[src/rtl/bus_router_if.sv]
// CPU-side request/response and shared target-bus signals of the system bus router.
interface bus_router_if;
  // CPU load/store port
  logic        i_req;
  logic        i_we;
  logic [31:0] i_address;
  logic [31:0] i_wdata;
  logic [3:0]  i_byte_en;
  logic        o_ack;
  logic        o_err;
  logic [31:0] o_rdata;
  // Shared target bus
  logic [7:0]   o_slv_req;
  logic         o_slv_we;
  logic [31:0]  o_slv_address;
  logic [31:0]  o_slv_wdata;
  logic [3:0]   o_slv_byte_en;
  logic [7:0]   i_slv_ack;
  logic [255:0] i_slv_rdata;

  // Router view
  modport slave (
    input  i_req, i_we, i_address, i_wdata, i_byte_en, i_slv_ack, i_slv_rdata,
    output o_ack, o_err, o_rdata, o_slv_req, o_slv_we, o_slv_address, o_slv_wdata,
           o_slv_byte_en
  );

  // CPU plus targets view
  modport master (
    output i_req, i_we, i_address, i_wdata, i_byte_en, i_slv_ack, i_slv_rdata,
    input  o_ack, o_err, o_rdata, o_slv_req, o_slv_we, o_slv_address, o_slv_wdata,
           o_slv_byte_en
  );
endinterface

[src/rtl/bus_router.sv]
// Single-master bus router: latches one CPU request, decodes it to a one-hot target select,
// holds it on the shared target bus until the target acks or the timeout expires, and
// returns a one-cycle completion pulse (with error flag) to the CPU.
module bus_router #(
  parameter int unsigned TIMEOUT_CYCLES = 1024,
  parameter logic [31:0] BOOT_LIMIT     = 32'h00002000
) (
  input logic         i_clk,
  input logic         i_rst_n,
  bus_router_if.slave bus
);

  localparam logic [1:0] StIdle = 2'd0;
  localparam logic [1:0] StReq  = 2'd1;
  localparam logic [1:0] StResp = 2'd2;
  localparam logic [1:0] StErr  = 2'd3;

  localparam logic [15:0] TimeoutLast = 16'(TIMEOUT_CYCLES - 1);

  logic [1:0]  state_q, state_d;
  logic [15:0] cnt_q, cnt_d;
  logic        ack_q, ack_d;
  logic        err_q, err_d;
  logic [31:0] rdata_q, rdata_d;
  logic [7:0]  slv_req_q, slv_req_d;
  logic        slv_we_q, slv_we_d;
  logic [31:0] slv_addr_q, slv_addr_d;
  logic [31:0] slv_wdata_q, slv_wdata_d;
  logic [3:0]  slv_be_q, slv_be_d;

  logic [7:0]  dec_sel;
  logic        sel_ack;
  logic [31:0] sel_rdata;

  // Address decode of the live CPU address; only consumed in IDLE. Boot region has priority.
  always_comb begin
    dec_sel = 8'h00;
    if (bus.i_address < BOOT_LIMIT) begin
      dec_sel = 8'h01;
    end else begin
      case (bus.i_address[31:28])
        4'h1:    dec_sel = 8'h02;
        4'h2:    dec_sel = 8'h04;
        4'h3:    dec_sel = 8'h08;
        4'h4:    dec_sel = 8'h10;
        4'h5:    dec_sel = 8'h20;
        4'h6:    dec_sel = 8'h40;
        4'h7:    dec_sel = 8'h80;
        default: dec_sel = 8'h00;
      endcase
    end
  end

  // Ack and read data of the currently selected target only; other targets are masked off.
  always_comb begin
    sel_ack   = |(bus.i_slv_ack & slv_req_q);
    sel_rdata = 32'h0;
    for (int k = 0; k < 8; k++) begin
      if (slv_req_q[k]) begin
        sel_rdata = sel_rdata | bus.i_slv_rdata[32*k +: 32];
      end
    end
  end

  // Next-state logic; completion outputs are registered on the transition into RESP/ERR.
  always_comb begin
    state_d     = state_q;
    cnt_d       = cnt_q;
    ack_d       = 1'b0;
    err_d       = 1'b0;
    rdata_d     = 32'h0;
    slv_req_d   = slv_req_q;
    slv_we_d    = slv_we_q;
    slv_addr_d  = slv_addr_q;
    slv_wdata_d = slv_wdata_q;
    slv_be_d    = slv_be_q;
    case (state_q)
      StIdle: begin
        if (bus.i_req) begin
          slv_we_d    = bus.i_we;
          slv_addr_d  = bus.i_address;
          slv_wdata_d = bus.i_wdata;
          slv_be_d    = bus.i_byte_en;
          cnt_d       = 16'h0;
          if (dec_sel != 8'h00) begin
            state_d   = StReq;
            slv_req_d = dec_sel;
          end else begin
            state_d = StErr;
            ack_d   = 1'b1;
            err_d   = 1'b1;
          end
        end
      end
      StReq: begin
        // Ack is checked first so an ack on the expiry cycle still completes normally.
        if (sel_ack) begin
          state_d   = StResp;
          slv_req_d = 8'h00;
          ack_d     = 1'b1;
          rdata_d   = slv_we_q ? 32'h0 : sel_rdata;
        end else if (cnt_q == TimeoutLast) begin
          state_d   = StErr;
          slv_req_d = 8'h00;
          ack_d     = 1'b1;
          err_d     = 1'b1;
        end else begin
          cnt_d = cnt_q + 16'd1;
        end
      end
      StResp:  state_d = StIdle;
      StErr:   state_d = StIdle;
      default: state_d = StIdle;
    endcase
  end

  // State and output registers; reset aborts any transaction immediately.
  always_ff @(posedge i_clk or negedge i_rst_n) begin
    if (!i_rst_n) begin
      state_q     <= StIdle;
      cnt_q       <= 16'h0;
      ack_q       <= 1'b0;
      err_q       <= 1'b0;
      rdata_q     <= 32'h0;
      slv_req_q   <= 8'h00;
      slv_we_q    <= 1'b0;
      slv_addr_q  <= 32'h0;
      slv_wdata_q <= 32'h0;
      slv_be_q    <= 4'h0;
    end else begin
      state_q     <= state_d;
      cnt_q       <= cnt_d;
      ack_q       <= ack_d;
      err_q       <= err_d;
      rdata_q     <= rdata_d;
      slv_req_q   <= slv_req_d;
      slv_we_q    <= slv_we_d;
      slv_addr_q  <= slv_addr_d;
      slv_wdata_q <= slv_wdata_d;
      slv_be_q    <= slv_be_d;
    end
  end

  assign bus.o_ack         = ack_q;
  assign bus.o_err         = err_q;
  assign bus.o_rdata       = rdata_q;
  assign bus.o_slv_req     = slv_req_q;
  assign bus.o_slv_we      = slv_we_q;
  assign bus.o_slv_address = slv_addr_q;
  assign bus.o_slv_wdata   = slv_wdata_q;
  assign bus.o_slv_byte_en = slv_be_q;

endmodule

[src/flat_wrapper.sv]
// flat-port wrapper written by rule: the top's interface ports become plain ports
module bus_router_flat 
#(
  parameter int unsigned TIMEOUT_CYCLES = 1024,
  parameter logic [31:0] BOOT_LIMIT     = 32'h00002000
)
  (i_clk, i_rst_n, bus_i_req, bus_i_we, bus_i_address, bus_i_wdata, bus_i_byte_en, bus_i_slv_ack, bus_i_slv_rdata, bus_o_ack, bus_o_err, bus_o_rdata, bus_o_slv_req, bus_o_slv_we, bus_o_slv_address, bus_o_slv_wdata, bus_o_slv_byte_en);
  bus_router_if bus_i ();
  input logic i_clk;
  input logic i_rst_n;
  input wire logic [$bits(bus_i.i_req)-1:0] bus_i_req;
  input wire logic [$bits(bus_i.i_we)-1:0] bus_i_we;
  input wire logic [$bits(bus_i.i_address)-1:0] bus_i_address;
  input wire logic [$bits(bus_i.i_wdata)-1:0] bus_i_wdata;
  input wire logic [$bits(bus_i.i_byte_en)-1:0] bus_i_byte_en;
  input wire logic [$bits(bus_i.i_slv_ack)-1:0] bus_i_slv_ack;
  input wire logic [$bits(bus_i.i_slv_rdata)-1:0] bus_i_slv_rdata;
  output wire logic [$bits(bus_i.o_ack)-1:0] bus_o_ack;
  output wire logic [$bits(bus_i.o_err)-1:0] bus_o_err;
  output wire logic [$bits(bus_i.o_rdata)-1:0] bus_o_rdata;
  output wire logic [$bits(bus_i.o_slv_req)-1:0] bus_o_slv_req;
  output wire logic [$bits(bus_i.o_slv_we)-1:0] bus_o_slv_we;
  output wire logic [$bits(bus_i.o_slv_address)-1:0] bus_o_slv_address;
  output wire logic [$bits(bus_i.o_slv_wdata)-1:0] bus_o_slv_wdata;
  output wire logic [$bits(bus_i.o_slv_byte_en)-1:0] bus_o_slv_byte_en;
  assign bus_i.i_req = bus_i_req;
  assign bus_i.i_we = bus_i_we;
  assign bus_i.i_address = bus_i_address;
  assign bus_i.i_wdata = bus_i_wdata;
  assign bus_i.i_byte_en = bus_i_byte_en;
  assign bus_i.i_slv_ack = bus_i_slv_ack;
  assign bus_i.i_slv_rdata = bus_i_slv_rdata;
  assign bus_o_ack = bus_i.o_ack;
  assign bus_o_err = bus_i.o_err;
  assign bus_o_rdata = bus_i.o_rdata;
  assign bus_o_slv_req = bus_i.o_slv_req;
  assign bus_o_slv_we = bus_i.o_slv_we;
  assign bus_o_slv_address = bus_i.o_slv_address;
  assign bus_o_slv_wdata = bus_i.o_slv_wdata;
  assign bus_o_slv_byte_en = bus_i.o_slv_byte_en;
  bus_router #(.TIMEOUT_CYCLES(TIMEOUT_CYCLES), .BOOT_LIMIT(BOOT_LIMIT)) u_core (.i_clk(i_clk), .i_rst_n(i_rst_n), .bus(bus_i));
endmodule
[config.mk]
export PLATFORM = sky130hd
export DESIGN_NAME = bus_router_flat
export DESIGN_NICKNAME = d
export VERILOG_FILES = /design/src/rtl/bus_router_if.sv /design/src/rtl/bus_router.sv /design/src/flat_wrapper.sv
export SDC_FILE = /design/constraint.sdc
export NUM_CORES = 1
export LEC_CHECK = 0
export ABC_AREA = 1
export CORE_AREA = 2 2 176 178
export CTS_CLUSTER_SIZE = 24
export DETAILED_ROUTE_END_ITERATION = 8
export DIE_AREA = 0 0 178 180
export SYNTH_ARGS = -nofsm -noshare
export SYNTH_HDL_FRONTEND = slang
export SYNTH_SLANG_ARGS = --single-unit
[constraint.sdc]
create_clock -name i_clk -period 1.8 [get_ports i_clk]
set_input_delay 0.54 -clock i_clk [delete_from_list [all_inputs] [get_ports i_clk]]
set_output_delay 0.54 -clock i_clk [all_outputs]
set_load 0.03 [all_outputs]
==> results.sh, run 1 <==
export IMPL_hold_ws_ns=0.463
export IMPL_crit_type="flop to output pin"
export IMPL_cts_htree_levels=4
export IMPL_syn_num_nets=1238
export IMPL_fill_cells=3095
export IMPL_worstPathRequired_ns=1.26
export IMPL_clock_latency_ns=0.42
export IMPL_area_delta_synth_final_pct=86.5
export IMPL_cts_sinks=129
export IMPL_grt_total_usage_pct=20.0
export IMPL_multi_input_area_sq_mm=0.00328
export IMPL_finalHoldViolCount=0
export IMPL_start_util_pct=22.7
export IMPL_setup_slack_ns=0.0152
export IMPL_critical_path_buf_inv_count=1
export IMPL_stdcell_area_sq_mm=0.0128
export IMPL_rsz0062_at_grt="true"
export IMPL_crit_fanout=1
export IMPL_dp_slack_ns=-0.361
export IMPL_dp_cells=1747
export IMPL_seq_area_frac_synth_pct=47.1
export IMPL_cts_buffers=17
export IMPL_place_congestion=0.875
export IMPL_synth_top_area_share_pct=47.1
export IMPL_grt_first_pass_wirelength_microns=48300
export IMPL_cts_tree="built"
export IMPL_cts_max_path_buffers=2
export IMPL_critical_path_top_delay_family="buffers and inverters"
export IMPL_relSlewSlack_pct=71.1
export IMPL_crit_arrival_ns=1.24
export IMPL_synth_cell_types=32
export IMPL_fin_nets=1720
export IMPL_fmax_ghz=0.560
export IMPL_netlist_instances=901
export IMPL_synth_flop_cell="dfrtp_1"
export IMPL_cap_violations=0
export IMPL_slew_viol_final=0
export IMPL_drc=0
export IMPL_postRouteAntennaNets=0
export IMPL_die_w_microns=178
export IMPL_pin_count=447
export IMPL_min_delay_path_class="flop to flop"
export IMPL_cp_slowest_cell="dlygate4sd2_1"
export IMPL_synthTopCellsByCount="nand2_1 (410), dfrtp_1 (129), nor2_1 (74)"
export IMPL_status="complete, no violations"
export IMPL_yosys_warnings=0
export IMPL_synth_edf_count=0
export IMPL_yosysTopAreaCell="dfrtp_1"
export IMPL_vias_per_cell=4.46
export IMPL_finClkSkew_ns=0.0140
export IMPL_final_util_pct=42.3
export IMPL_synth_area_sq_mm=0.00685
export IMPL_cp_start_kind="flop"
export IMPL_fp_dieH_microns=180
export IMPL_hpwl_microns=26200
export IMPL_fin_crit_ns=1.78
export IMPL_ff_latch_area_sq_mm=0.00323
export IMPL_grt_max_degree=42
export IMPL_max_stage_delay_ns=0.49
export IMPL_antenna_found_initial=11
export IMPL_grt_overflow_total=0
export IMPL_grt_pass1_vias=7927
export IMPL_power_density_mw_per_mm2=1250
export IMPL_wl_microns=33700
export IMPL_drt_iter0_drc=490
export IMPL_power_mw=16.0
export IMPL_placed_area_sq_mm=0.0121
export IMPL_leakagePower_nw=6.00
export IMPL_clk_pin_slew_worst_paths_ns=0.06
export IMPL_core_area_sq_mm=0.0302
export IMPL_yosysMostFrequentCell="nand2_1"
export IMPL_avgSynthCellArea_sq_um=7.60
export IMPL_wire_per_inst_microns=18.7
export IMPL_period_share_pct=99.2
export IMPL_fin_tns_setup_ns=0
export IMPL_stdcell_count=1800
export IMPL_synth_seq_cells=129
export IMPL_worstMarginPinSlew_ns=0.433
export IMPL_ir_drop_uv=642
export IMPL_crit_path_end_kind="output pin"
export IMPL_layout_drive_gt1_share_pct=10.0
export IMPL_finalSetupViolCount=0
export IMPL_synthTopCellsByArea="dfrtp_1 (47%), nand2_1 (22%), a22o_1 (8.2%), nor2_1 (4.1%), nand4_1 (3.9%)"
export IMPL_die_area_sq_mm=0.0320
export IMPL_async_flop_share_pct=100
export IMPL_firstDrtPassIters=4
export IMPL_cts_root_buf="clkbuf_16"
export IMPL_vias=8023
export IMPL_portBuffers=446
export IMPL_crit_chain="dlygate4sd2_1"
export IMPL_row_count=64
[cells in the final DEF (no fill, tap or decap), types with 2 or more instances in the layout]
cell type	instances
nor2_1	73
buf_12	12
nand3_1	22
dfrtp_1	124
clkinv_4	6
inv_1	21
diode_2	8
nand3_2	3
nand2_1	409
nor3_1	35
o21bai_1	2
clkinv_2	2
buf_4	67
o21ai_1	3
buf_6	2
nor2_2	3
o21ai_0	15
clkdlybuf4s50_1	334
dlygate4sd2_1	95
xor2_1	4
clkdlybuf4s15_1	3
a22o_1	64
clkbuf_16	20
nand2_2	4
dfrtp_2	5
a21oi_1	3
clkinvlp_4	2
xnor2_1	3
nand4_1	43
inv_6	3
bufinv_16	2
[logic make-up after synthesis]
logic type	synth area share, %
AND/OR/NAND/NOR	36.7
flip-flops	47.1
AO/OA/AOI/OAI	10.0
buffers and inverters	5.10
XOR/XNOR	0.895
adder cells (fa/ha/maj)	0.183
[registers in the layout, indices dropped and copies added, names as in the netlist]
register / count
u_core.bus.o_slv_we: 1
u_core.bus.o_slv_address: 32
u_core.bus.o_slv_req: 8
u_core.cnt_q: 16
u_core.state_q: 2
u_core.bus.o_slv_wdata: 32
u_core.bus.o_err: 1
u_core.bus.o_slv_byte_en: 4
u_core.bus.o_rdata: 32
u_core.bus.o_ack: 1
[cell type report]
cell class              count  area share (%)
diodes                      8           0.157
clock buffers              18            3.44
well taps                 396            3.88
clock inverters            14            1.21
flip-flops and latches    129            25.3
multi-input cells         695            25.7
repair buffers            517            39.6
inverters                  23           0.715
[metal layers]
metal,up-vias,GRT usage (%),part of all wire (%)
met5,-,0,0.068
met4,4,6.72,2.8
met3,44,5.99,7.8
met2,301,34.6,49
met1,3738,23.4,40
li1,3936,-,-
[power breakdown]
part | leakage, nW | switching [mW] | internal, mW
logic | 4.04 | 4.91 | 3.22
registers | 1.67 | 0.501 | 3.79
clock network | 0.287 | 1.44 | 2.10
[worst paths after layout]
| check | startpoint | endpoint | slack (ns) | cells after the start |
|---|---|---|---|---|
| hold reg to reg | u_core.bus.o_slv_wdata[31] | u_core.bus.o_slv_wdata[31] | 0.46 | 2 |
| setup reg to reg | u_core.cnt_q[1] | u_core.bus.o_slv_req[7] | 0.15 | 8 |
| max in group asynchronous | i_rst_n | u_core.bus.o_slv_address[20] | 0.69 | 3 |
| min in group asynchronous | i_rst_n | u_core.bus.o_slv_wdata[17] | 0.55 | 2 |
| setup / recovery | u_core.bus.o_rdata[21] | bus_o_rdata[21] | 0.02 | 1 |
| hold / removal | u_core.bus.o_slv_wdata[31] | u_core.bus.o_slv_wdata[31] | 0.46 | 2 |
[timing repair]
item                                   CTS  global route
pin swaps                                0             1
resized for setup                      107             8
setup endpoints to repair              104            49
gates cloned                             0             3
endpoints found under the hold margin   20             0
setup buffers                            1             9
hold buffers                             1             0
Power figures use the tool's default switching activity.
==> run 2, diff against run 1 <==
--- a/config.mk
+++ b/config.mk
@@ -10,6 +10,8 @@
 export CTS_CLUSTER_SIZE = 24
 export DETAILED_ROUTE_END_ITERATION = 8
 export DIE_AREA = 0 0 178 180
+export SLEW_MARGIN = 20
 export SYNTH_ARGS = -nofsm -noshare
 export SYNTH_HDL_FRONTEND = slang
 export SYNTH_SLANG_ARGS = --single-unit
+export TNS_END_PERCENT = 20
==> results.sh, run 2 (synthesized netlist as in run 1, its figures left out) <==
export IMPL_critical_path_buf_inv_count=1
export IMPL_wl_microns=33100
export IMPL_pin_count=447
export IMPL_hold_ws_ns=0.462
export IMPL_placed_area_sq_mm=0.0121
export IMPL_layout_drive_gt1_share_pct=9.51
export IMPL_die_w_microns=178
export IMPL_grt_max_degree=42
export IMPL_finalSetupViolCount=0
export IMPL_fin_crit_ns=1.78
export IMPL_dp_cells=1747
export IMPL_critical_path_top_delay_family="buffers and inverters"
export IMPL_slew_viol_final=0
export IMPL_worstMarginPinSlew_ns=0.429
export IMPL_min_delay_path_class="flop to flop"
export IMPL_crit_arrival_ns=1.24
export IMPL_rrSetupSlack_ns=0.15
export IMPL_stdcell_count=1792
export IMPL_clk_pin_slew_worst_paths_ns=0.06
export IMPL_cts_buffers=17
export IMPL_clock_latency_ns=0.42
export IMPL_cts_max_path_buffers=2
export IMPL_crit_path_end_kind="output pin"
export IMPL_leakagePower_nw=5.95
export IMPL_grt_pass1_vias=7930
export IMPL_max_stage_delay_ns=0.48
export IMPL_cp_slowest_cell="dlygate4sd2_1"
export IMPL_worstPathRequired_ns=1.26
export IMPL_fmax_ghz=0.563
export IMPL_finClkSkew_ns=0.0163
export IMPL_final_cell_mix="nand2_1 (409), clkdlybuf4s50_1 (334), dfrtp_1 (124)"
export IMPL_power_density_mw_per_mm2=1250
export IMPL_grt_overflow_total=0
export IMPL_core_area_sq_mm=0.0302
export IMPL_period_share_pct=98.6
export IMPL_vias=7990
export IMPL_postRouteAntennaNets=0
export IMPL_row_count=64
export IMPL_ir_drop_uv=642
export IMPL_start_util_pct=22.7
export IMPL_status="complete, no violations"
export IMPL_wire_per_inst_microns=18.5
export IMPL_cts_htree_levels=4
export IMPL_stdcell_area_sq_mm=0.0127
export IMPL_drc=0
export IMPL_grt_first_pass_wirelength_microns=48200
export IMPL_cts_sinks=129
export IMPL_drt_iter0_drc=447
export IMPL_relSlewSlack_pct=71.4
export IMPL_hpwl_microns=26200
export IMPL_portBuffers=446
export IMPL_rsz0062_at_grt="true"
export IMPL_fin_nets=1712
export IMPL_firstDrtPassIters=4
export IMPL_grt_total_usage_pct=20.0
export IMPL_final_util_pct=42.0
export IMPL_antenna_found_initial=10
export IMPL_crit_fanout=1
export IMPL_cts_root_buf="clkbuf_16"
export IMPL_cap_violations=0
export IMPL_fp_dieH_microns=180
export IMPL_area_delta_synth_final_pct=85.2
export IMPL_finalHoldViolCount=0
export IMPL_die_area_sq_mm=0.0320
export IMPL_crit_chain="dlygate4sd2_1"
export IMPL_place_congestion=0.875
export IMPL_vias_per_cell=4.46
export IMPL_final_common_cell="nand2_1"
export IMPL_crit_type="flop to output pin"
export IMPL_cts_tree="built"
export IMPL_cp_start_kind="flop"
==> run 2: worst reg2reg max path, stage by stage (launching register included) <==
cell and delay (ns):
dfrtp_1 0.39, ha_2 0.21, nand3_2 0.11, nor3_4 0.26, nand2_1 0.11, nand2_2 0.18, nand3_4 0.14, nand2_1 0.08
nand2_1 0.06
==> run 2: where the power goes <==
part / switching [mW] / leakage (nW) / internal [mW] / total, mW
Combinational: 4.87 / 3.98 / 3.14 / 8.01
Sequential: 0.479 / 1.67 / 3.79 / 4.27
Clock: 1.44 / 0.287 / 2.10 / 3.53
Total: 6.78 / 5.95 / 9.03 / 15.8
==> run 2: path summary, 6_finish.rpt <==
kind | start | end | depth (start not counted)
max | u_core.bus.o_rdata[21] | bus_o_rdata[21] | 1
min | u_core.bus.o_slv_wdata[31] | u_core.bus.o_slv_wdata[31] | 2
max reg2reg | u_core.cnt_q[1] | u_core.bus.o_slv_req[7] | 8
min reg2reg | u_core.bus.o_slv_wdata[31] | u_core.bus.o_slv_wdata[31] | 2
max in group asynchronous | i_rst_n | u_core.bus.o_slv_address[25] | 3
min in group asynchronous | i_rst_n | u_core.bus.o_slv_wdata[17] | 2
==> run 2: timing repair <==
action	CTS	global route
endpoints found under the setup margin	104	22
hold buffers	1	0
pin swaps	0	1
setup buffers	0	4
gates resized for setup	109	13
endpoints found under the hold margin	20	0
==> run 2: routing by layer <==
metal,vias up,GRT usage [%],routed length (microns)
met3,38,6.01,2630
li1,3921,-,-
met1,3730,23.3,13200
met4,2,6.66,829
met2,299,34.7,16400
met5,-,0,13
==> run 2: final cells by class <==
type	count	area (sq um)
Antenna cell	8	20.0
Clock buffer	18	439
Clock inverter	14	155
Fill cell	3098	17500
Inverter	23	91.3
Multi-Input combinational cell	695	3280
Sequential cell	129	3230
Tap cell	396	495
Timing Repair Buffer	509	4970
==> run 2: through the flow <==
stage | total power, mW | setup slack (ns) | setup TNS [ns]
after global routing | 16.8 | -0.00617 | -0.00899
after global placement | 12.8 | -0.320 | -18.31
after floorplan | 8.82 | 0.194 | 0
after CTS | 15.9 | 0.00582 | 0
final | 15.8 | 0.0248 | 0
after detailed placement | 12.9 | -0.361 | -24.00
